==> config.mk <==
export PLATFORM = sky130hd
export DESIGN_NAME = present80_wb_ctrl
export DESIGN_NICKNAME = d
export VERILOG_FILES = /design/src/rtl/present80_wb_ctrl.sv
export SDC_FILE = /design/constraint.sdc
export NUM_CORES = 1
export LEC_CHECK = 0
export ABC_AREA = 1
export CAP_MARGIN = 15
export CORE_ASPECT_RATIO = 1.1
export CORE_MARGIN = 4
export CORE_UTILIZATION = 25
export CTS_CLUSTER_SIZE = 24
export DETAILED_ROUTE_END_ITERATION = 7
export GPL_TIMING_DRIVEN = 0
export SYNTH_ARGS = -nofsm -noshare
export SYNTH_HDL_FRONTEND = slang
export SYNTH_SLANG_ARGS = --single-unit
==> constraint.sdc <==
create_clock -name wb_clk_i -period 2 [get_ports wb_clk_i]
set_input_delay 0.4 -clock wb_clk_i [delete_from_list [all_inputs] [get_ports wb_clk_i]]
set_output_delay 0.4 -clock wb_clk_i [all_outputs]
set_load 0.05 [all_outputs]
==> src/rtl/present80_wb_ctrl.sv <==
// present80_wb_ctrl: Wishbone-slave sequencer for an external PRESENT-80 round datapath.
// Ports: wb_clk_i/wb_rst_ni, Wishbone slave (wbs_*), start_btn_i, leds_o {busy,done,ct[5:0]},
// datapath taps state_o/rkey_o/rnd_o out and state_nxt_i/rkey_nxt_i in,
// irq_o only when PRESENT_IRQ_EN is defined (also gates CTRL bit1 IRQ_EN).
module present80_wb_ctrl #(
  parameter logic [31:0] BASE_ADDR = 32'h3000_0000
) (
  input  logic        wb_clk_i,
  input  logic        wb_rst_ni,
  input  logic        wbs_cyc_i,
  input  logic        wbs_stb_i,
  input  logic        wbs_we_i,
  input  logic [3:0]  wbs_sel_i,
  input  logic [31:0] wbs_adr_i,
  input  logic [31:0] wbs_dat_i,
  output logic [31:0] wbs_dat_o,
  output logic        wbs_ack_o,
  input  logic        start_btn_i,
  output logic [7:0]  leds_o,
  output logic [63:0] state_o,
  output logic [79:0] rkey_o,
  output logic [4:0]  rnd_o,
  input  logic [63:0] state_nxt_i,
  input  logic [79:0] rkey_nxt_i
`ifdef PRESENT_IRQ_EN
  ,
  output logic        irq_o
`endif
);

  typedef enum logic [1:0] {
    S_IDLE,
    S_ROUND,
    S_FINAL
  } fsm_e;

  fsm_e        fsm_q, fsm_d;
  logic [63:0] state_q, state_d;
  logic [79:0] rkey_q, rkey_d;
  logic [4:0]  rnd_q, rnd_d;
  logic [63:0] ct_q, ct_d;
  logic        done_q, done_d;
  logic [31:0] key0_q, key0_d;
  logic [31:0] key1_q, key1_d;
  logic [15:0] key2_q, key2_d;
  logic [31:0] pt0_q, pt0_d;
  logic [31:0] pt1_q, pt1_d;
  logic        ack_q, ack_d;
  logic [31:0] dat_q, dat_d;
  logic        btn_s1_q, btn_s2_q, btn_prev_q;
  logic        irq_en_rd;

  logic        hit, req, wr, rd;
  logic [5:0]  off;
  logic        wr_ctrl;
  logic        busy;
  logic        btn_rise;
  logic        start;
  logic [31:0] rdata;
  logic [31:0] k2_wide;
  logic        unused_adr;

  function automatic logic [31:0] merge_be(
    input logic [31:0] old,
    input logic [31:0] nw,
    input logic [3:0]  be
  );
    logic [31:0] r;
    r = old;
    for (int b = 0; b < 4; b++) begin
      if (be[b]) r[b*8 +: 8] = nw[b*8 +: 8];
    end
    return r;
  endfunction

  assign unused_adr = ^wbs_adr_i[1:0];

  assign busy     = (fsm_q != S_IDLE);
  assign hit      = (wbs_adr_i[31:8] == BASE_ADDR[31:8]);
  // ~ack_q forces a gap cycle between back-to-back acks
  assign req      = wbs_cyc_i & wbs_stb_i & hit & ~ack_q;
  assign wr       = req & wbs_we_i;
  assign rd       = req & ~wbs_we_i;
  assign off      = wbs_adr_i[7:2];
  assign wr_ctrl  = wr && (off == 6'h00);
  assign btn_rise = btn_s2_q & ~btn_prev_q;
  // button edge and CTRL start OR together, so a coincidence is one start
  assign start    = ((wr_ctrl & wbs_sel_i[0] & wbs_dat_i[0]) | btn_rise) & ~busy;
  assign k2_wide  = {16'h0, key2_q};

`ifdef PRESENT_IRQ_EN
  logic irq_en_q, irq_en_d;
  logic irq_q;

  always_comb begin
    irq_en_d = irq_en_q;
    if (wr_ctrl && wbs_sel_i[0]) irq_en_d = wbs_dat_i[1];
  end

  always_ff @(posedge wb_clk_i or negedge wb_rst_ni) begin
    if (!wb_rst_ni) begin
      irq_en_q <= 1'b0;
      irq_q    <= 1'b0;
    end else begin
      irq_en_q <= irq_en_d;
      irq_q    <= done_q & irq_en_q;
    end
  end

  assign irq_en_rd = irq_en_q;
  assign irq_o     = irq_q;
`else
  assign irq_en_rd = 1'b0;
`endif

  // register file writes; KEY/PT are frozen while an encryption runs
  always_comb begin
    key0_d = key0_q;
    key1_d = key1_q;
    key2_d = key2_q;
    pt0_d  = pt0_q;
    pt1_d  = pt1_q;
    if (wr && !busy) begin
      case (off)
        6'h01:   key0_d = merge_be(key0_q, wbs_dat_i, wbs_sel_i);
        6'h02:   key1_d = merge_be(key1_q, wbs_dat_i, wbs_sel_i);
        6'h03:   key2_d = merge_be(k2_wide, wbs_dat_i, wbs_sel_i)
                          [15:0];
        6'h04:   pt0_d  = merge_be(pt0_q, wbs_dat_i, wbs_sel_i);
        6'h05:   pt1_d  = merge_be(pt1_q, wbs_dat_i, wbs_sel_i);
        default: ;
      endcase
    end
  end

  always_comb begin
    rdata = 32'h0;
    case (off)
      6'h00:   rdata = {22'h0, done_q, busy, 6'h0, irq_en_rd, 1'b0};
      6'h01:   rdata = key0_q;
      6'h02:   rdata = key1_q;
      6'h03:   rdata = k2_wide;
      6'h04:   rdata = pt0_q;
      6'h05:   rdata = pt1_q;
      6'h06:   rdata = ct_q[31:0];
      6'h07:   rdata = ct_q[63:32];
      default: rdata = 32'h0;
    endcase
    ack_d = req;
    dat_d = rd ? rdata : 32'h0;
  end

  always_comb begin
    fsm_d   = fsm_q;
    state_d = state_q;
    rkey_d  = rkey_q;
    rnd_d   = rnd_q;
    ct_d    = ct_q;
    done_d  = done_q;
    if (wr_ctrl && wbs_sel_i[1] && wbs_dat_i[9]) done_d = 1'b0;
    unique case (fsm_q)
      S_IDLE: begin
        if (start) begin
          state_d = {pt1_q, pt0_q};
          rkey_d  = {key2_q, key1_q, key0_q};
          rnd_d   = 5'd1;
          done_d  = 1'b0;
          fsm_d   = S_ROUND;
        end
      end
      S_ROUND: begin
        state_d = state_nxt_i;
        rkey_d  = rkey_nxt_i;
        rnd_d   = rnd_q + 5'd1;
        if (rnd_q == 5'd31) fsm_d = S_FINAL;
      end
      S_FINAL: begin
        // post-whitening with K32; set beats a same-edge W1C
        ct_d   = state_q ^ rkey_q[79:16];
        done_d = 1'b1;
        fsm_d  = S_IDLE;
      end
      default: fsm_d = S_IDLE;
    endcase
  end

  always_ff @(posedge wb_clk_i or negedge wb_rst_ni) begin
    if (!wb_rst_ni) begin
      fsm_q      <= S_IDLE;
      state_q    <= 64'h0;
      rkey_q     <= 80'h0;
      rnd_q      <= 5'd0;
      ct_q       <= 64'h0;
      done_q     <= 1'b0;
      key0_q     <= 32'h0;
      key1_q     <= 32'h0;
      key2_q     <= 16'h0;
      pt0_q      <= 32'h0;
      pt1_q      <= 32'h0;
      ack_q      <= 1'b0;
      dat_q      <= 32'h0;
      btn_s1_q   <= 1'b0;
      btn_s2_q   <= 1'b0;
      btn_prev_q <= 1'b0;
    end else begin
      fsm_q      <= fsm_d;
      state_q    <= state_d;
      rkey_q     <= rkey_d;
      rnd_q      <= rnd_d;
      ct_q       <= ct_d;
      done_q     <= done_d;
      key0_q     <= key0_d;
      key1_q     <= key1_d;
      key2_q     <= key2_d;
      pt0_q      <= pt0_d;
      pt1_q      <= pt1_d;
      ack_q      <= ack_d;
      dat_q      <= dat_d;
      btn_s1_q   <= start_btn_i;
      btn_s2_q   <= btn_s1_q;
      btn_prev_q <= btn_s2_q;
    end
  end

  assign wbs_ack_o = ack_q;
  assign wbs_dat_o = dat_q;
  assign leds_o    = {busy, done_q, ct_q[5:0]};
  assign state_o   = state_q;
  assign rkey_o    = rkey_q;
  assign rnd_o     = rnd_q;

endmodule
==> impl_metrics.py <==
metrics = {
    "hold_path": {
        "hp-class": "input pin to register",
        "hold_start": "start_btn_i",
        "min_to": "btn_s1_q",
        "min_path_cells": 1,
    },
    "route": {
        "routed_wl_um": 98900,
        "drc": 0,
        "wl_per_cell_um": 25.1,
        "vias": 19314,
        "vias_per_cell": 4.90,
        "initialDrtViolationCount": 2101,
        "first_pass_iters": 6,
        "antenna_left": 0,
    },
    "synth": {
        "ys_seq_area_frac": 0.530,
        "synth-simple-area-share": 0.354,
        "ys_warn_count": 0,
        "synth.distinct_cells": 31,
        "synth_top_family_by_area": "simple AND/OR/NAND/NOR gates",
        "synthCells": 2446,
        "synth_compound_area_frac": 0.0457,
        "syn_area_per_cell_um2": 7.64,
        "synth.area.top_cells": "dfrtp_1, nand2_1, nand3_1",
        "yosys_register_bits": 396,
        "synth_xor_xnor_area_share": 0.0305,
        "syn-num-nets": 2666,
        "yosys.area.top_type_share": 0.530,
        "synth.mux.area_fraction": 0,
        "synthAdderAreaFrac": 0.00134,
        "syn_area_um2": 18700,
        "synth_top_cell_by_area": "dfrtp_1",
    },
    "global_route": {
        "grt_pass1_vias": 19025,
        "antenna_found_initial": 17,
        "grt-ovfl-total": 0,
        "grt_max_degree": 113,
        "grt_first_pass_wirelength_um": 137000,
        "grt_usage": 0.243,
    },
    "clocking": {
        "cts_buffers": 44,
        "cts-root-buf": "clkbuf_16",
        "cts_sinks": 396,
        "cts.path.max_buffers": 3,
        "cts_max_level": 2,
        "path_clk_slew_ns": 0.06,
        "cts_tree": "done",
        "clk-insertion-delay-late_ns": 0.60,
    },
    "timing": {
        "finalCriticalPeriod_ns": 2.09,
        "relSlewSlack": 0.492,
        "rsz0062_at_grt": "yes",
        "fmax_mhz": 479,
        "fin_skew_ns": 0.0338,
        "fin_ws_ns": -0.0876,
        "setup_viol": 112,
        "finalHoldViolCount": 0,
        "tightest_slew_ns": 0.762,
        "finalCritPeriodShare": 1.04,
        "drv_slew": 0,
    },
    "place": {
        "placedCellCount": 3810,
        "port_buffers": 405,
        "detailedPlacementHpwl_um": 75400,
        "routabilityCongestion": 1.03,
        "dp_slack_ns": -1.49,
    },
    "worst_setup_path": {
        "r2r-start": "wbs_ack_o",
        "cp_max_fo": 7,
        "cp-startpoint": "wbs_sel_i[0]",
        "reg2reg_slack_ns": -0.06,
        "r2r_cells": 12,
        "startpoint_type": "input pin",
        "crit_type": "input pin to register",
        "cp.arrival_ns": 2.57,
        "end_kind": "register",
        "crit_required_ns": 2.48,
        "r2r_end": "rkey_o[58]",
    },
    "pwr": {
        "power_leakage_nw": 14.2,
        "power_density_nw_per_um2": 1420,
        "ir_worst_vdd_mv": 0.513,
    },
    "cells_and_area": {
        "final_cell_mix": "nand2_1, dfrtp_1, clkdlybuf4s50_1",
        "stdcell_count": 3942,
        "fill_cells": 7629,
        "final_common_cell": "nand2_1",
        "layout-drive-gt1-share": 0.182,
        "area_delta_synth_final_pct": 48.0,
        "final_nets": 3173,
    },
    "run_status": {
        "violations": "negative setup slack",
        "outcome": "finished, violations left",
    },
    "floorplan": {
        "rows": 104,
        "core_um2": 73700,
        "initial_core_util": 0.254,
        "fp.dieH_um": 295,
        "ioPinCount": 408,
        "design.die.area_um2": 79200,
        "die_w_um": 269,
    },
    "flow_run": {
        "maxCapViolations": 0,
    },
}
-- state kept, by name, summed over array words and instances (netlist names), 2 cells and up --
name / count
ct_q: 64
rkey_o: 80
pt1_q: 32
state_o: 64
rnd_o: 5
pt0_q: 32
key1_q: 32
fsm_q: 2
key2_q: 16
wbs_dat_o: 32
key0_q: 32
-- synth_stat cells, drive strengths merged --
library cell and instances:
o21ai 73, ha 2, inv 45, o21ba 1, a41oi 19, clkinv 4, a21oi 19, a22o 2
o2111ai 1, xnor2 65, or2 1, a211oi 3, nor4 1, dfrtp 396, nor2 52, and3 1
a31oi 9, a22oi 15, nand2 1453, buf 47, clkbuf 74, nand4 4, nand3 159
-- metal layers --
layer / vias to the layer above / part of all wire / global-route usage
met1: 9356 / 0.38 / 0.297
met2: 974 / 0.46 / 0.390
li1: 8708 / - / -
met3: 260 / 0.091 / 0.0631
met4: 16 / 0.069 / 0.137
met5: - / 0.0012 / 0
-- critical path, cell delays in order --
cell and delay, ns:
clkdlybuf4s50_1 0.67, nand2_1 0.21, inv_1 0.10, nand4_1 0.17
nand3_4 0.14, buf_12 0.15, nand2_8 0.08, buf_12 0.16
buf_16 0.17, clkbuf_16 0.18, nand2_2 0.05, nand2_1 0.05
-- through the flow --
stage | utilization | hold WS (ns) | power (mW) | area [um2] | setup TNS [ns]
after global routing | 0.375 | 0.280 | 40.9 | 27600 | -10.09
after global placement | 0.325 | 0.372 | 28.4 | 23900 | -7488.89
after floorplan | - | 0.104 | 21.4 | 18700 | 0
final | 0.375 | 0.283 | 39.3 | 27700 | -3.72
after CTS | 0.370 | 0.262 | 39.1 | 27300 | -9.66
after detailed placement | 0.327 | 0.364 | 28.6 | 24100 | -368.28
-- how the worst max path moves through the flow --
stage / cells after the start / endpoint
floorplan: 10 / rkey_o[51]
global placement: 1 / rkey_o[41]
detailed placement: 12 / rkey_o[76]
CTS: 13 / rnd_o[1]
global route: 12 / rkey_o[11]
finish: 12 / rkey_o[58]
-- logic make-up after synthesis --
family / after synthesis
compound gates: 142
xor+xnor: 65
fa+ha+maj: 2
buf+inv: 170
flops: 396
simple gates: 1671
-- layout make-up --
class,count,area [um2],share of cell area
Timing Repair Buffer,467,4940,0.179
Antenna cell,7,17.5,0.000633
Clock inverter,8,101,0.00366
Buffer,115,893,0.0323
Tap cell,954,1190,0.0432
Inverter,49,211,0.00765
Clock buffer,66,1340,0.0483
Sequential cell,396,9910,0.358
Multi-Input combinational cell,1880,9050,0.327
-- power breakdown --
| group | leakage, nW | switching, mW | internal [mW] |
|---|---|---|---|
| combinational | 8.32 | 12.2 | 6.44 |
| clock | 0.711 | 3.55 | 4.84 |
| sequential | 5.12 | 2.38 | 9.86 |
-- what timing repair did --
item,in CTS,in global routing
resized for setup,615,260
endpoints found under the hold margin,81,0
hold buffers,1,0
setup buffers,33,6
endpoints found under the setup margin,581,397
gates cloned,20,1
pin swaps,37,38
No activity file was read; power rests on OpenSTA's default activity.
